--- src/rtl/model_ram_loader_pkg.sv ---
// -----------------------------------------------------------------------------
// model_ram_loader_pkg
// Shared types and constants for the triangle model RAM. The writer
// (model_ram_loader) and the projection-stage reader both use these.
//   loader_state_t : loader FSM states
//   err_code_t     : abort reason reported on err_code
//   TRI_W          : width of one packed triangle word
//   V*_HI/_LO      : vertex coordinate fields inside a triangle word
//   ATTR_HI/_LO    : per-triangle attribute field
// -----------------------------------------------------------------------------
package model_ram_loader_pkg;

    localparam int TRI_W = 64;

    typedef enum logic [1:0] {
        ST_IDLE  = 2'd0,
        ST_COUNT = 2'd1,
        ST_DATA  = 2'd2,
        ST_CHECK = 2'd3
    } loader_state_t;

    typedef enum logic [1:0] {
        ERR_NONE      = 2'd0,
        ERR_BAD_COUNT = 2'd1,
        ERR_BAD_CHK   = 2'd2,
        ERR_TIMEOUT   = 2'd3
    } err_code_t;

    // Nine 6-bit coordinates packed from the top of the word, MSB first.
    localparam int V1X_HI = 63;  localparam int V1X_LO = 58;
    localparam int V1Y_HI = 57;  localparam int V1Y_LO = 52;
    localparam int V1Z_HI = 51;  localparam int V1Z_LO = 46;
    localparam int V2X_HI = 45;  localparam int V2X_LO = 40;
    localparam int V2Y_HI = 39;  localparam int V2Y_LO = 34;
    localparam int V2Z_HI = 33;  localparam int V2Z_LO = 28;
    localparam int V3X_HI = 27;  localparam int V3X_LO = 22;
    localparam int V3Y_HI = 21;  localparam int V3Y_LO = 16;
    localparam int V3Z_HI = 15;  localparam int V3Z_LO = 10;
    localparam int ATTR_HI = 9;  localparam int ATTR_LO = 0;

endpackage

--- src/rtl/model_ram_loader_packer.sv ---
// -----------------------------------------------------------------------------
// model_ram_loader_packer
// Assembles eight consecutive bytes into one triangle word, first byte in the
// most significant position. Emits a one-cycle word_valid pulse the cycle after
// the eighth byte is shifted in; o_word holds the complete word in that cycle.
// Ports:
//   clk, rst_n      clock, asynchronous active-low reset
//   i_clear         restart at byte 0 (start of a new frame)
//   i_shift         shift i_byte into the word
//   i_byte          byte to shift in
//   o_word          assembly register
//   o_word_valid    pulse: o_word holds a complete triangle
//   o_byte_idx      position of the next byte within the word (0..7)
// -----------------------------------------------------------------------------
module model_ram_loader_packer
    import model_ram_loader_pkg::*;
(
    input  logic             clk,
    input  logic             rst_n,
    input  logic             i_clear,
    input  logic             i_shift,
    input  logic [7:0]       i_byte,
    output logic [TRI_W-1:0] o_word,
    output logic             o_word_valid,
    output logic [2:0]       o_byte_idx
);

    logic [TRI_W-1:0] r_word;
    logic             r_word_valid;
    logic [2:0]       r_byte_idx;

    always_ff @(posedge clk or negedge rst_n) begin
        if (!rst_n) begin
            r_word       <= '0;
            r_word_valid <= 1'b0;
            r_byte_idx   <= 3'd0;
        end else begin
            r_word_valid <= i_shift && (r_byte_idx == 3'd7);
            if (i_clear) begin
                r_byte_idx <= 3'd0;
            end else if (i_shift) begin
                r_word     <= {r_word[TRI_W-9:0], i_byte};
                // 3-bit index wraps 7 -> 0 on its own at each word boundary
                r_byte_idx <= r_byte_idx + 3'd1;
            end
        end
    end

    assign o_word       = r_word;
    assign o_word_valid = r_word_valid;
    assign o_byte_idx   = r_byte_idx;

endmodule

--- src/rtl/model_ram_loader.sv ---
// -----------------------------------------------------------------------------
// model_ram_loader
// Writer side of the 64-bit triangle model RAM. Parses a framed byte stream
//   SYNC_BYTE, N, N*8 data bytes (MSB first), CHK (XOR of N and all data)
// writes each triangle to the RAM as it completes, and commits tri_count /
// model_valid only when the checksum matches. Bad counts, bad checksums and
// idle timeouts inside a frame abort with an err pulse and a held err_code.
// Ports:
//   clk, rst_n     clock, asynchronous active-low reset
//   byte_in/_valid stream byte and its valid
//   byte_ready     always 1 out of reset (no back-pressure)
//   ram_we/addr/din RAM write port, ram_we is a single-cycle pulse
//   busy           frame in progress
//   done / err     one-cycle pulses: frame committed / frame aborted
//   err_code       reason of the most recent abort
//   tri_count      triangles in the last committed frame
//   model_valid    RAM holds a complete, checked model
// -----------------------------------------------------------------------------
module model_ram_loader
    import model_ram_loader_pkg::*;
#(
    parameter int          SIZE      = 4,
    parameter int          ADDRW     = $clog2(SIZE),
    parameter logic [7:0]  SYNC_BYTE = 8'hA5,
    parameter int          TIMEOUT   = 1_000_000
) (
    input  logic             clk,
    input  logic             rst_n,
    input  logic [7:0]       byte_in,
    input  logic             byte_valid,
    output logic             byte_ready,
    output logic             ram_we,
    output logic [ADDRW-1:0] ram_addr,
    output logic [TRI_W-1:0] ram_din,
    output logic             busy,
    output logic             done,
    output logic             err,
    output logic [1:0]       err_code,
    output logic [ADDRW:0]   tri_count,
    output logic             model_valid
);

    localparam int               TMO_W    = $clog2(TIMEOUT + 1);
    localparam logic [TMO_W-1:0] TMO_LAST = TMO_W'(TIMEOUT - 1);
    localparam logic [TMO_W-1:0] TMO_ONE  = TMO_W'(1);
    localparam logic [ADDRW:0]   TRI_ONE  = (ADDRW + 1)'(1);

    loader_state_t    r_state;
    loader_state_t    w_next;
    logic             r_ready;
    logic [7:0]       r_acc;
    logic [ADDRW:0]   r_n;
    logic [ADDRW:0]   r_tri_idx;
    logic [TMO_W-1:0] r_tmo;
    logic [ADDRW-1:0] r_ram_addr;
    logic             r_done;
    logic             r_err;
    err_code_t        r_err_code;
    logic [ADDRW:0]   r_tri_count;
    logic             r_model_valid;

    logic             w_xfer;
    logic             w_is_sync;
    logic             w_bad_count;
    logic             w_last_byte;
    logic             w_last_tri;
    logic             w_chk_ok;
    logic             w_tmo_fire;
    logic             w_ev_done;
    logic             w_ev_err;
    err_code_t        w_ev_code;
    logic             w_shift;
    logic             w_clear;
    logic [2:0]       w_byte_idx;
    logic [TRI_W-1:0] w_word;
    logic             w_word_valid;

    assign w_xfer      = byte_valid && r_ready;
    assign w_is_sync   = (byte_in == SYNC_BYTE);
    assign w_bad_count = (byte_in == 8'd0) || (int'(byte_in) > SIZE);
    assign w_last_byte = (w_byte_idx == 3'd7);
    assign w_last_tri  = ((r_tri_idx + TRI_ONE) == r_n);
    assign w_chk_ok    = (byte_in == r_acc);
    // A transfer in the expiry cycle takes priority over the timeout.
    assign w_tmo_fire  = (r_state != ST_IDLE) && !w_xfer && (r_tmo == TMO_LAST);

    model_ram_loader_packer u_packer (
        .clk          (clk),
        .rst_n        (rst_n),
        .i_clear      (w_clear),
        .i_shift      (w_shift),
        .i_byte       (byte_in),
        .o_word       (w_word),
        .o_word_valid (w_word_valid),
        .o_byte_idx   (w_byte_idx)
    );

    // State register
    always_ff @(posedge clk or negedge rst_n) begin
        if (!rst_n) begin
            r_state <= ST_IDLE;
        end else begin
            r_state <= w_next;
        end
    end

    // Next state and frame-level events
    always_comb begin
        w_next    = r_state;
        w_ev_done = 1'b0;
        w_ev_err  = 1'b0;
        w_ev_code = ERR_NONE;
        case (r_state)
            ST_IDLE: begin
                if (w_xfer && w_is_sync) begin
                    w_next = ST_COUNT;
                end
            end
            ST_COUNT: begin
                if (w_xfer) begin
                    if (w_bad_count) begin
                        w_ev_err  = 1'b1;
                        w_ev_code = ERR_BAD_COUNT;
                        w_next    = ST_IDLE;
                    end else begin
                        w_next = ST_DATA;
                    end
                end
            end
            ST_DATA: begin
                if (w_xfer && w_last_byte && w_last_tri) begin
                    w_next = ST_CHECK;
                end
            end
            ST_CHECK: begin
                if (w_xfer) begin
                    if (w_chk_ok) begin
                        w_ev_done = 1'b1;
                    end else begin
                        w_ev_err  = 1'b1;
                        w_ev_code = ERR_BAD_CHK;
                    end
                    w_next = ST_IDLE;
                end
            end
            default: w_next = ST_IDLE;
        endcase
        if (w_tmo_fire) begin
            w_ev_err  = 1'b1;
            w_ev_code = ERR_TIMEOUT;
            w_next    = ST_IDLE;
        end
    end

    // Datapath strobes
    always_comb begin
        w_shift = (r_state == ST_DATA) && w_xfer;
        w_clear = (r_state == ST_IDLE) && w_xfer && w_is_sync;
    end

    always_ff @(posedge clk or negedge rst_n) begin
        if (!rst_n) begin
            r_ready       <= 1'b0;
            r_acc         <= 8'd0;
            r_n           <= '0;
            r_tri_idx     <= '0;
            r_tmo         <= '0;
            r_ram_addr    <= '0;
            r_done        <= 1'b0;
            r_err         <= 1'b0;
            r_err_code    <= ERR_NONE;
            r_tri_count   <= '0;
            r_model_valid <= 1'b0;
        end else begin
            r_ready <= 1'b1;
            r_done  <= w_ev_done;
            r_err   <= w_ev_err;
            if (w_ev_err) begin
                r_err_code <= w_ev_code;
            end

            // Idle counter only runs inside a frame; any transfer restarts it.
            if ((r_state == ST_IDLE) || w_xfer || w_tmo_fire) begin
                r_tmo <= '0;
            end else begin
                r_tmo <= r_tmo + TMO_ONE;
            end

            if (w_clear) begin
                r_acc     <= 8'd0;
                r_tri_idx <= '0;
            end

            if ((r_state == ST_COUNT) && w_xfer && !w_bad_count) begin
                r_n           <= byte_in[ADDRW:0];
                r_acc         <= byte_in;
                // RAM is about to be overwritten; the old model is gone.
                r_model_valid <= 1'b0;
            end

            if (w_shift) begin
                r_acc <= r_acc ^ byte_in;
                if (w_last_byte) begin
                    // Address is captured alongside the packer's word_valid pulse.
                    r_ram_addr <= r_tri_idx[ADDRW-1:0];
                    r_tri_idx  <= r_tri_idx + TRI_ONE;
                end
            end

            if (w_ev_done) begin
                r_tri_count   <= r_n;
                r_model_valid <= 1'b1;
            end
        end
    end

    assign byte_ready  = r_ready;
    assign ram_we      = w_word_valid;
    assign ram_addr    = r_ram_addr;
    assign ram_din     = w_word;
    assign busy        = (r_state != ST_IDLE);
    assign done        = r_done;
    assign err         = r_err;
    assign err_code    = r_err_code;
    assign tri_count   = r_tri_count;
    assign model_valid = r_model_valid;

endmodule
--- config.mk ---
export PLATFORM = sky130hd
export DESIGN_NAME = model_ram_loader
export DESIGN_NICKNAME = d
export VERILOG_FILES = /design/src/rtl/model_ram_loader_pkg.sv /design/src/rtl/model_ram_loader_packer.sv /design/src/rtl/model_ram_loader.sv
export SDC_FILE = /design/constraint.sdc
export NUM_CORES = 1
export LEC_CHECK = 0
export ABC_AREA = 1
export ABC_CLOCK_PERIOD_IN_PS = 1600
export CORE_MARGIN = 10
export CORE_UTILIZATION = 48
export CTS_CLUSTER_SIZE = 10
export DETAILED_ROUTE_END_ITERATION = 8
export PLACE_DENSITY = 0.82
export SYNTH_ARGS = -nofsm -noshare
export SYNTH_HDL_FRONTEND = slang
export SYNTH_HIERARCHICAL = 1
export SYNTH_SLANG_ARGS = --single-unit
export TNS_END_PERCENT = 10
--- constraint.sdc ---
create_clock -name clk -period 1.6 [get_ports clk]
set_input_delay 0.4 -clock clk [delete_from_list [all_inputs] [get_ports clk]]
set_output_delay 0.4 -clock clk [all_outputs]
set_load 0.005 [all_outputs]
Yosys cells after proc, flatten, opt, wreduce, memory -nomap -nowiden
Cells that the tools add are included.
{"block": "classes", "n_addsub": 3, "n_lt_le_gt_ge": 1, "n_eq_ne": 12, "muxes": 33, "bitwise": 2, "n_reduce_logical": 26}
{"cell": "8-bit two-way mux", "n": 3}
{"cell": "20-bit by 1-bit adder with 20-bit output (second input constant)", "n": 1}
{"cell": "20-bit == test (second input constant)", "n": 1}
{"cell": "20-bit two-way mux", "n": 1}
{"cell": "2-bit two-way mux", "n": 9}
{"cell": "3-bit two-way mux", "n": 5}
{"cell": "1-bit logical AND", "n": 12}
{"cell": "1-bit two-way mux", "n": 12}
{"cell": "3-bit != test (second input constant)", "n": 4}
{"cell": "8-bit == test", "n": 1}
{"cell": "8-bit == test (second input constant)", "n": 1}
{"cell": "8-bit by 3-bit > comparator with 1-bit output (second input constant)", "n": 1}
{"cell": "8-bit zero test", "n": 1}
{"cell": "2-bit one-hot mux with 4 select lines", "n": 1}
{"cell": "8-bit bitwise XOR", "n": 1}
{"cell": "3-bit by 1-bit adder with 3-bit output (second input constant)", "n": 2}
{"cell": "2-bit nonzero test", "n": 3}
{"cell": "2-bit == test (second input constant)", "n": 2}
{"cell": "2-bit one-hot mux with 2 select lines", "n": 1}
{"cell": "2-bit AND reduction", "n": 2}
{"cell": "4-bit AND reduction", "n": 1}
{"cell": "3-bit == test", "n": 1}
{"cell": "3-bit == test (second input constant)", "n": 1}
{"cell": "1-bit logical OR", "n": 3}
{"cell": "other kinds (6)", "n": 7}
{"block": "totals", "reg_bits": 115, "output_inout_bits": 77}

Longest topological paths before layout
Gate-level depths: netlist of run 1.
{"block": "logic_depth", "depth_word": 6, "depth_mapped": 11, "depth_no_buf": 10}

Cells and area by module
The synthesis of run 1 kept the hierarchy.
{"mod": "model_ram_loader_packer", "instances": 1, "cells_each": 298, "area_each_um2": 2735.1, "seq_area_each_um2": 1701.6}
{"mod": "model_ram_loader", "instances": 1, "cells_each": 322, "area_each_um2": 2615.0, "seq_area_each_um2": 1176.1}

Worst setup path after synthesis of run 1
Ideal clock, no wire load.
{"block": "synth_timing", "kind": "reg2reg", "start": "register r_ready, in the netlist byte_ready", "end": "register u_packer.r_word[21], in the netlist u_packer/o_word[21]", "setup_time_ns": 0.117, "arrival_ns": 1.463, "slack_ns": 0.020, "stages_incl_launch_ff": 12, "n_path_buf": 2, "synth_period_minus_slack_ns": 1.580, "cell_sequence": "dfrtp_1 > nand2_4 > nor2_1 > nand2_1 > nor2_2 > nand2_1 > inv_1 > inv_2 > buf_6 > buf_4 > nand3_1 > nand2_1"}
{"block": "synth_between", "elab_chain_cells": 5}
{"item": "start, declared", "line": "model_ram_loader.sv:50", "text": "logic r_ready;"}
{"item": "start signal, assigned", "line": "model_ram_loader.sv:163", "text": "r_ready <= 1'b0;"}
{"item": "start signal, assigned", "line": "model_ram_loader.sv:175", "text": "r_ready <= 1'b1;"}
{"item": "1-bit logical AND", "line": "model_ram_loader.sv:78", "text": "assign w_xfer = byte_valid && r_ready;"}
{"item": "1-bit logical AND (2 in series)", "line": "model_ram_loader.sv:158", "text": "w_clear = (r_state == ST_IDLE) && w_xfer && w_is_sync;"}
{"item": "net w_clear", "line": "model_ram_loader.sv:73", "text": "logic w_clear;"}
{"item": "1-bit inverter (no line)"}
{"item": "2-bit AND reduction (no line)"}
{"item": "end signal, assigned", "line": "model_ram_loader_packer.sv:42", "text": "r_word <= {r_word[TRI_W-9:0], i_byte};"}
{"item": "end, declared", "line": "model_ram_loader_packer.sv:28", "text": "logic [TRI_W-1:0] r_word;"}
The timed path passes the listed nets, and every way through them passes these cells.
A chain may end at the register's enable or synchronous reset.

Worst setup path after layout of run 1
{"block": "layout_timing", "start": "input port byte_in[3]", "end": "register u_packer.r_word[57], in the netlist u_packer/o_word[57]"}
{"block": "layout_between", "elab_chain_cells": 4}
{"item": "start, declared", "line": "model_ram_loader.sv:29", "text": "input logic [7:0] byte_in,"}
{"item": "8-bit == test", "line": "model_ram_loader.sv:79", "text": "assign w_is_sync = (byte_in == SYNC_BYTE);"}
{"item": "1-bit logical AND", "line": "model_ram_loader.sv:158"}
{"item": "net w_clear", "line": "model_ram_loader.sv:73"}
{"item": "1-bit inverter (no line)"}
{"item": "2-bit AND reduction (no line)"}
The timed path passes the listed nets, and every way through them passes these cells.

==> impl_metrics.toml, run 1 <==
[global_route]
first_global_vias = 5014
grt_max_degree = 46
grt_usage_pct = 18.28
grt_pass1_wl_mm = 24.04
gr-total-overflow = 0
antenna_found_initial = 0

[power_and_ir_drop]
ir_worst_vdd_uv = 650.7
p_leak_uw = 0.004282
power_density_mw_per_mm2 = 1038

[critical_path]
regToRegSetupSlack_ps = -40
path_cells = "clkdlybuf4s50_1 -> nor2_1 -> nand2_2 -> nor2_4 -> nand2_2 -> inv_2 -> inv_6 -> nand2_8 -> clkbuf_16 -> nand2_1 -> nand2_1"
reg2reg_to = "u_packer/o_word[57]"
reg2reg_depth = 9
cp-end-kind = "flip-flop"
critPathArrivalTime_ps = 2110
critPathLaunch = "byte_in[3]"
worst_setup_path_start_kind = "primary input"
path_max_fanout = 14
r2r-start = "r_state[1]"
required_ps = 2060
cp_top_family = "buffers and inverters"
path_buf_inv = 4
setup.worst_path.end = "u_packer/o_word[57]"
cp_slowest_stage_delay_ps = 500
path_depth = 11
crit_slowest_cell = "clkdlybuf4s50_1"
worstSetupPathType = "primary input to flip-flop"

[detailed_routing]
drtIter0Drc = 475
wl_met1_mm = 6.443
finalWirelength_mm = 16.91
first_pass_iters = 6
wl_per_cell_um = 17.56
vias = 5208
wl_met3_mm = 1.096
drc = 0
antenna_left = 0
wl_met2_mm = 8.866
viasPerCell = 5.408
dr.max_layer_used = "met4"

[clock_tree]
cts_root_buffer = "clkbuf_8"
cts_tree = "yes"
clockBufferDepth = 2
clk_pin_slew_ps = 60
cts_inserted_buffers = 17
clock_latency_ps = 520
htreeDepth = 4
cts.sinks = 115

[final_layout]
final_nets = 825
syn2layout_area_growth_pct = 49.37
fin_cells = 963
antenna_cells = 0
postLayoutCoreUtil_pct = 73.40
finalInstanceArea_mm2 = 0.007991
drive_above_1_share_pct = 25.88

[yosys]
async_flop_share_pct = 100.0
synth_area_mm2 = 0.005350
yosysWarnings = 6
synth_top_area_share_pct = 53.79
synthFlopType = "dfrtp_1"
synth_edf_count = 0
synth_top_cell_by_area = "dfrtp_1"
ys_top_cells_by_area = "dfrtp_1 54%, nand2_1 15%, nand3_1 8.5%"
yosysUniqueCellTypes = 38
syn_inst = 620
yosysSeqAreaShare_pct = 53.79
synthesis.nets = 635
syn_avg_cell_area_um2 = 8.629
synth-seq-cells = 115

[timing]
finalSetupTns_ps = -842.1
setup_violations = 40
clock_skew_ps = 10.05
slew_violations = 0
fmax_mhz = 604.5
hold_violations = 0
rsz0062_at_grt = "yes"
finalWorstSetupSlack_ps = -54.26
post-route-period-util_pct = 103.4
layout_min_cycle_time_ps = 1654

[place]
dpl.hpwl_mm = 9.877
gp_congestion = 0.8839
dp_cells = 872
placed_area_mm2 = 0.006683
port_buffers = 87

[die]
start_util_pct = 49.14
fp.coreArea_mm2 = 0.01089
boundaryPins = 88
die_y_um = 125.6
num_rows = 38
dieArea_mm2 = 0.01577
die_x_um = 125.6

[outcome]
status = "finished with violations"
violations = "negative setup slack"

[run]
cap_violations = 0

[worst_hold_path]
hp-class = "primary input to async pin"
[layer usage]
| metal | vias to the layer above | track usage, % |
|---|---|---|
| li1 | 2383 | - |
| met1 | 2534 | 20.92 |
| met2 | 248 | 31.12 |
| met3 | 43 | 5.154 |
| met4 | 0 | 8.130 |
| met5 | - | 0 |
[cell usage after synthesis, types with 2 or more instances]
master      n
buf_6       5
a31oi_1     2
nor3b_1     4
xnor2_1     4
nor2_2      4
nor2_1     42
nor3_1      6
o21ai_0     4
inv_2       3
o21bai_1    2
nand2_2     3
buf_2      13
inv_1      41
dfrtp_1   115
nand3_1    91
nand4_1    11
nor3_2      5
nor2_8      2
nand3_2     2
buf_4       4
ha_1        4
nand2_4     3
xor2_1      9
o21a_1      2
a21oi_1     9
nand2_1   215
nor2_4      4
[flip-flops by register name (all words and copies together) (netlist names)]
name                   cells
r_n                        3
ram_addr                   2
r_state                    2
u_packer/o_byte_idx        3
u_packer/o_word_valid      1
r_tmo                     20
r_acc                      8
u_packer/o_word           64
done                       1
err                        1
model_valid                1
r_tri_idx                  3
err_code                   2
byte_ready                 1
tri_count                  3
[where the power goes]
part / leakage, uW / internal, uW / switching [uW]
sequential: 0.00157 / 3110 / 165
combinational: 0.00243 / 590 / 707
clock: 0.000282 / 2370 / 1360
total: 0.00428 / 6070 / 2230
[logic make-up (layout without fill, tap and decap cells)]
kind of cell / after synthesis / in the layout / synth area share [%]
DFF: 115 / 115 / 53.79
AOI/OAI and AO/OA: 24 / 24 / 2.877
xor gates and xnor gates: 13 / 13 / 2.128
other: 1 / 1 / 0.07009
buffers and inverters: 67 / 270 / 6.080
and+or+nand+nor: 396 / 396 / 34.12
adders and majority gates: 4 / 4 / 0.9355
[what timing repair did]
action | CTS | global route
pin swaps | 0 | 12
buffers inserted | 42 | 7
hold buffers | 1 | 0
cloned | 0 | 9
resized for setup | 111 | 92
endpoints found under the hold margin | 14 | 0
setup endpoints to repair | 78 | 118
[placed cells by master, fill, tap and decap left out, drive strengths merged, types with 2 or more instances in the layout]
master         netlist  final
nand3               94     94
xnor2                4      4
ha                   4      4
clkinv               0      7
clkdlybuf4s50        0      9
dfrtp              115    115
nand2              221    221
xor2                 9      9
o21ai                5      5
a21oi               10     10
nor2                52     52
inv                 45     46
bufinv               0      3
o21a                 2      2
o21bai               2      2
clkinvlp             0      2
nand4               11     11
dlygate4sd2          0     15
clkdlybuf4s15        0     56
nor3                11     11
buf                 22     98
a31oi                2      2
nor3b                5      5
clkbuf               0     33
[through the flow]
step,total power (uW),hold slack [ps],worst slack (ps)
after CTS,8209,299.9,-197.9
after global placement,4407,279.7,-382.9
after detailed placement,4462,285.5,-454.8
after floorplan,3871,104.4,20.11
final,8298,315.3,-54.26
after global routing,8625,310.8,-106.1
[area by class of cell]
type / count / area, um^2
Clock inverter: 13 / 160.2
Inverter: 45 / 181.4
Tap cell: 140 / 175.2
Clock buffer: 19 / 421.7
Fill cell: 714 / 2897
Sequential cell: 115 / 2878
Multi-Input combinational cell: 438 / 2303
Timing Repair Buffer: 193 / 1872
[how the worst min path moves through the flow]
stage	depth (start not counted)	start	endpoint	slack (ps)
finish	2	rst_n	u_packer/o_word[25]	320
global placement	1	rst_n	u_packer/o_word[30]	280
global route	2	rst_n	u_packer/o_word[25]	310
detailed placement	1	rst_n	u_packer/o_word[24]	290
CTS	2	rst_n	u_packer/o_word[24]	300
floorplan	0	rst_n	byte_ready	100
[worst reg2reg max path, stage by stage (launching register included)]
cell       delay, ps
dfrtp_1          390
buf_6            120
inv_4             40
nor2_4           120
inv_2             80
nor2_8           250
nand2_8          170
clkbuf_16        220
nand2_1           80
nand2_1           70
Note: power is estimated with default switching activity, not from simulation.
==> run 2: changes to the inputs <==
- SYNTH_HIERARCHICAL: 1 -> not set
==> impl_metrics.toml, run 2 <==
[outcome]
status = "finished with violations"
violations = "negative setup slack"

[timing]
slew_violations = 0
hold_violations = 0
layout_min_cycle_time_ps = 1638
finalWorstSetupSlack_ps = -37.83
setup_violations = 1
fmax_mhz = 610.6
post-route-period-util_pct = 102.4
whs_ps = 280.1
clock_skew_ps = 11.40
rsz0062_at_grt = "yes"

[global_route]
gr-total-overflow = 0
antenna_found_initial = 0
grt_pass1_wl_mm = 23.89
first_global_vias = 4865
grt_usage_pct = 19.69
grt_max_degree = 44

[detailed_routing]
wl_met2_mm = 7.698
wl_met1_mm = 5.976
finalWirelength_mm = 15.20
vias = 4742
antenna_left = 0
first_pass_iters = 5
wl_per_cell_um = 16.60
drtIter0Drc = 450
viasPerCell = 5.177
dr.max_layer_used = "met4"
wl_met3_mm = 1.207
drc = 0

[power_and_ir_drop]
ir_worst_vdd_uv = 601.8
switching_share_pct = 28.15
combPwrFrac_pct = 18.0
pwr-share-seq_pct = 40.4
netSwitchingPower_uw = 2303
p_total_uw = 8183
clockPowerShare_pct = 41.6
p_leak_uw = 0.003959
power_density_mw_per_mm2 = 1107
intPower_uw = 5880

[yosys]
synth_top_area_share_pct = 55.46
async_flop_share_pct = 100.0
yosysUniqueCellTypes = 39
synthesis.nets = 616
yosysWarnings = 0
synth-seq-cells = 115
synth_top_cell_by_area = "dfrtp_1"
ys_top_cells_by_area = "dfrtp_1 55%, nand2_1 19%, nand3_1 3.1%"
syn_inst = 601
synthFlopType = "dfrtp_1"
synthMostInstantiatedCell = "nand2_1"
syn_avg_cell_area_um2 = 8.633
synth_area_mm2 = 0.005189
yosysSeqAreaShare_pct = 55.46
synth_edf_count = 0
synthTopCellsByCount = "266 x nand2_1, 115 x dfrtp_1, 39 x nor2_1"

[clock_tree]
clk_pin_slew_ps = 60
cts_inserted_buffers = 17
cts_tree = "yes"
clock_latency_ps = 510
htreeDepth = 4
cts_root_buffer = "clkbuf_8"
cts.sinks = 115
clockBufferDepth = 2

[place]
placed_area_mm2 = 0.006551
dpl.hpwl_mm = 10.09
port_buffers = 87
post-place-ws_ps = -437.9
gp_congestion = 0.9268
dp_cells = 851

[die]
dieArea_mm2 = 0.01537
die_x_um = 124.0
fp.coreArea_mm2 = 0.01042
boundaryPins = 88
die_y_um = 124.0
num_rows = 37
start_util_pct = 49.81

[final_layout]
syn2layout_area_growth_pct = 42.44
final_common_cell = "nand2_1"
antenna_cells = 0
largest_register_ffs = 64
fin_cells = 916
final_nets = 782
drive_above_1_share_pct = 19.87
final_cell_mix = "264 x nand2_1, 115 x dfrtp_1, 68 x buf_4, 59 x clkdlybuf4s15_1, 38 x nor2_1"
finalInstanceArea_mm2 = 0.007391

[run]
cap_violations = 0

[critical_path]
path_max_fanout = 2
cp-end-kind = "output pin"
critPathArrivalTime_ps = 1240
required_ps = 1200
worst_setup_path_start_kind = "flip-flop"
worstSetupPathType = "flip-flop to output pin"

[worst_hold_path]
hp-class = "primary input to flip-flop"
==> run 2: changes by cell type after synthesis, moves of 3 or more <==
cell	before	now
nand3_1	91	32
inv_1	41	34
xnor2_1	4	7
o21ai_0	4	1
nor2_1	42	39
buf_4	4	1
a21oi_1	9	4
nand4_1	11	7
inv_2	3	9
nand2_1	215	266
o21ai_1	0	11
==> run 2: per-layer routing <==
| metal | track usage (%) | up-vias |
|---|---|---|
| met5 | 0 | - |
| met4 | 6.691 | 0 |
| met3 | 5.475 | 32 |
| met2 | 34.30 | 202 |
| met1 | 22.89 | 2294 |
| li1 | - | 2214 |
==> run 2: path summary, 6_finish.rpt <==
check                             from  depth (start not counted)  slack [ps]                   to
max                         r_state[0]                          3         -40                 busy
min                         byte_in[0]                          3         280   u_packer.o_word[0]
max reg2reg                   r_tmo[1]                          8          40           r_state[1]
min reg2reg                model_valid                          2         480          model_valid
max in group asynchronous        rst_n                          3         690  u_packer.o_word[30]
min in group asynchronous        rst_n                          2         370  u_packer.o_word[37]
==> run 2: worst max-delay path: stages, from the launching register on <==
cell and delay, ps:
dfrtp_1 390, nor2_2 160, inv_2 60, buf_6 110
==> run 2: timing repair <==
item | in CTS | in global routing
endpoints found under the setup margin | 79 | 61
setup buffers | 28 | 4
gates resized for setup | 102 | 58
hold buffers | 1 | 0
pin swaps | 1 | 10
hold endpoints to repair | 22 | 0
==> run 2: per-stage QoR <==
step                      utilization (%)  setup TNS, ps
after floorplan                         -              0
after global placement              62.89         -22150
after detailed placement            62.89         -24830
after CTS                           69.45         -49.51
after global routing                70.96         -221.1
final                               70.96         -37.83
==> run 2: kinds of logic after synthesis <==
family                   count (synthesis)  synth area share (%)
AND/OR/NAND/NOR                        377                 32.02
flip-flops                             115                 55.46
buffers and inverters                   60                 5.401
AO/OA/AOI/OAI                           27                 3.062
XOR/XNOR                                17                 3.014
adder cells (fa/ha/maj)                  4                0.9646
other                                    1               0.07227
==> run 2: power by group through the flow <==
stage	logic [uW]	clock network (uW)	registers, uW
after detailed placement	1380	0	3340
after floorplan	622	0	3340
after global placement	1320	0	3330
after CTS	1370	3440	3290
final	1470	3400	3310
after global routing	1610	3570	3330
==> run 2: layout make-up <==
class / count / area [um^2]
Clock inverter: 13 / 111.4
Sequential cell: 115 / 2878
Fill cell: 743 / 3025
Tap cell: 136 / 170.2
Inverter: 43 / 161.4
Multi-Input combinational cell: 426 / 2108
Timing Repair Buffer: 164 / 1540
Clock buffer: 19 / 421.7
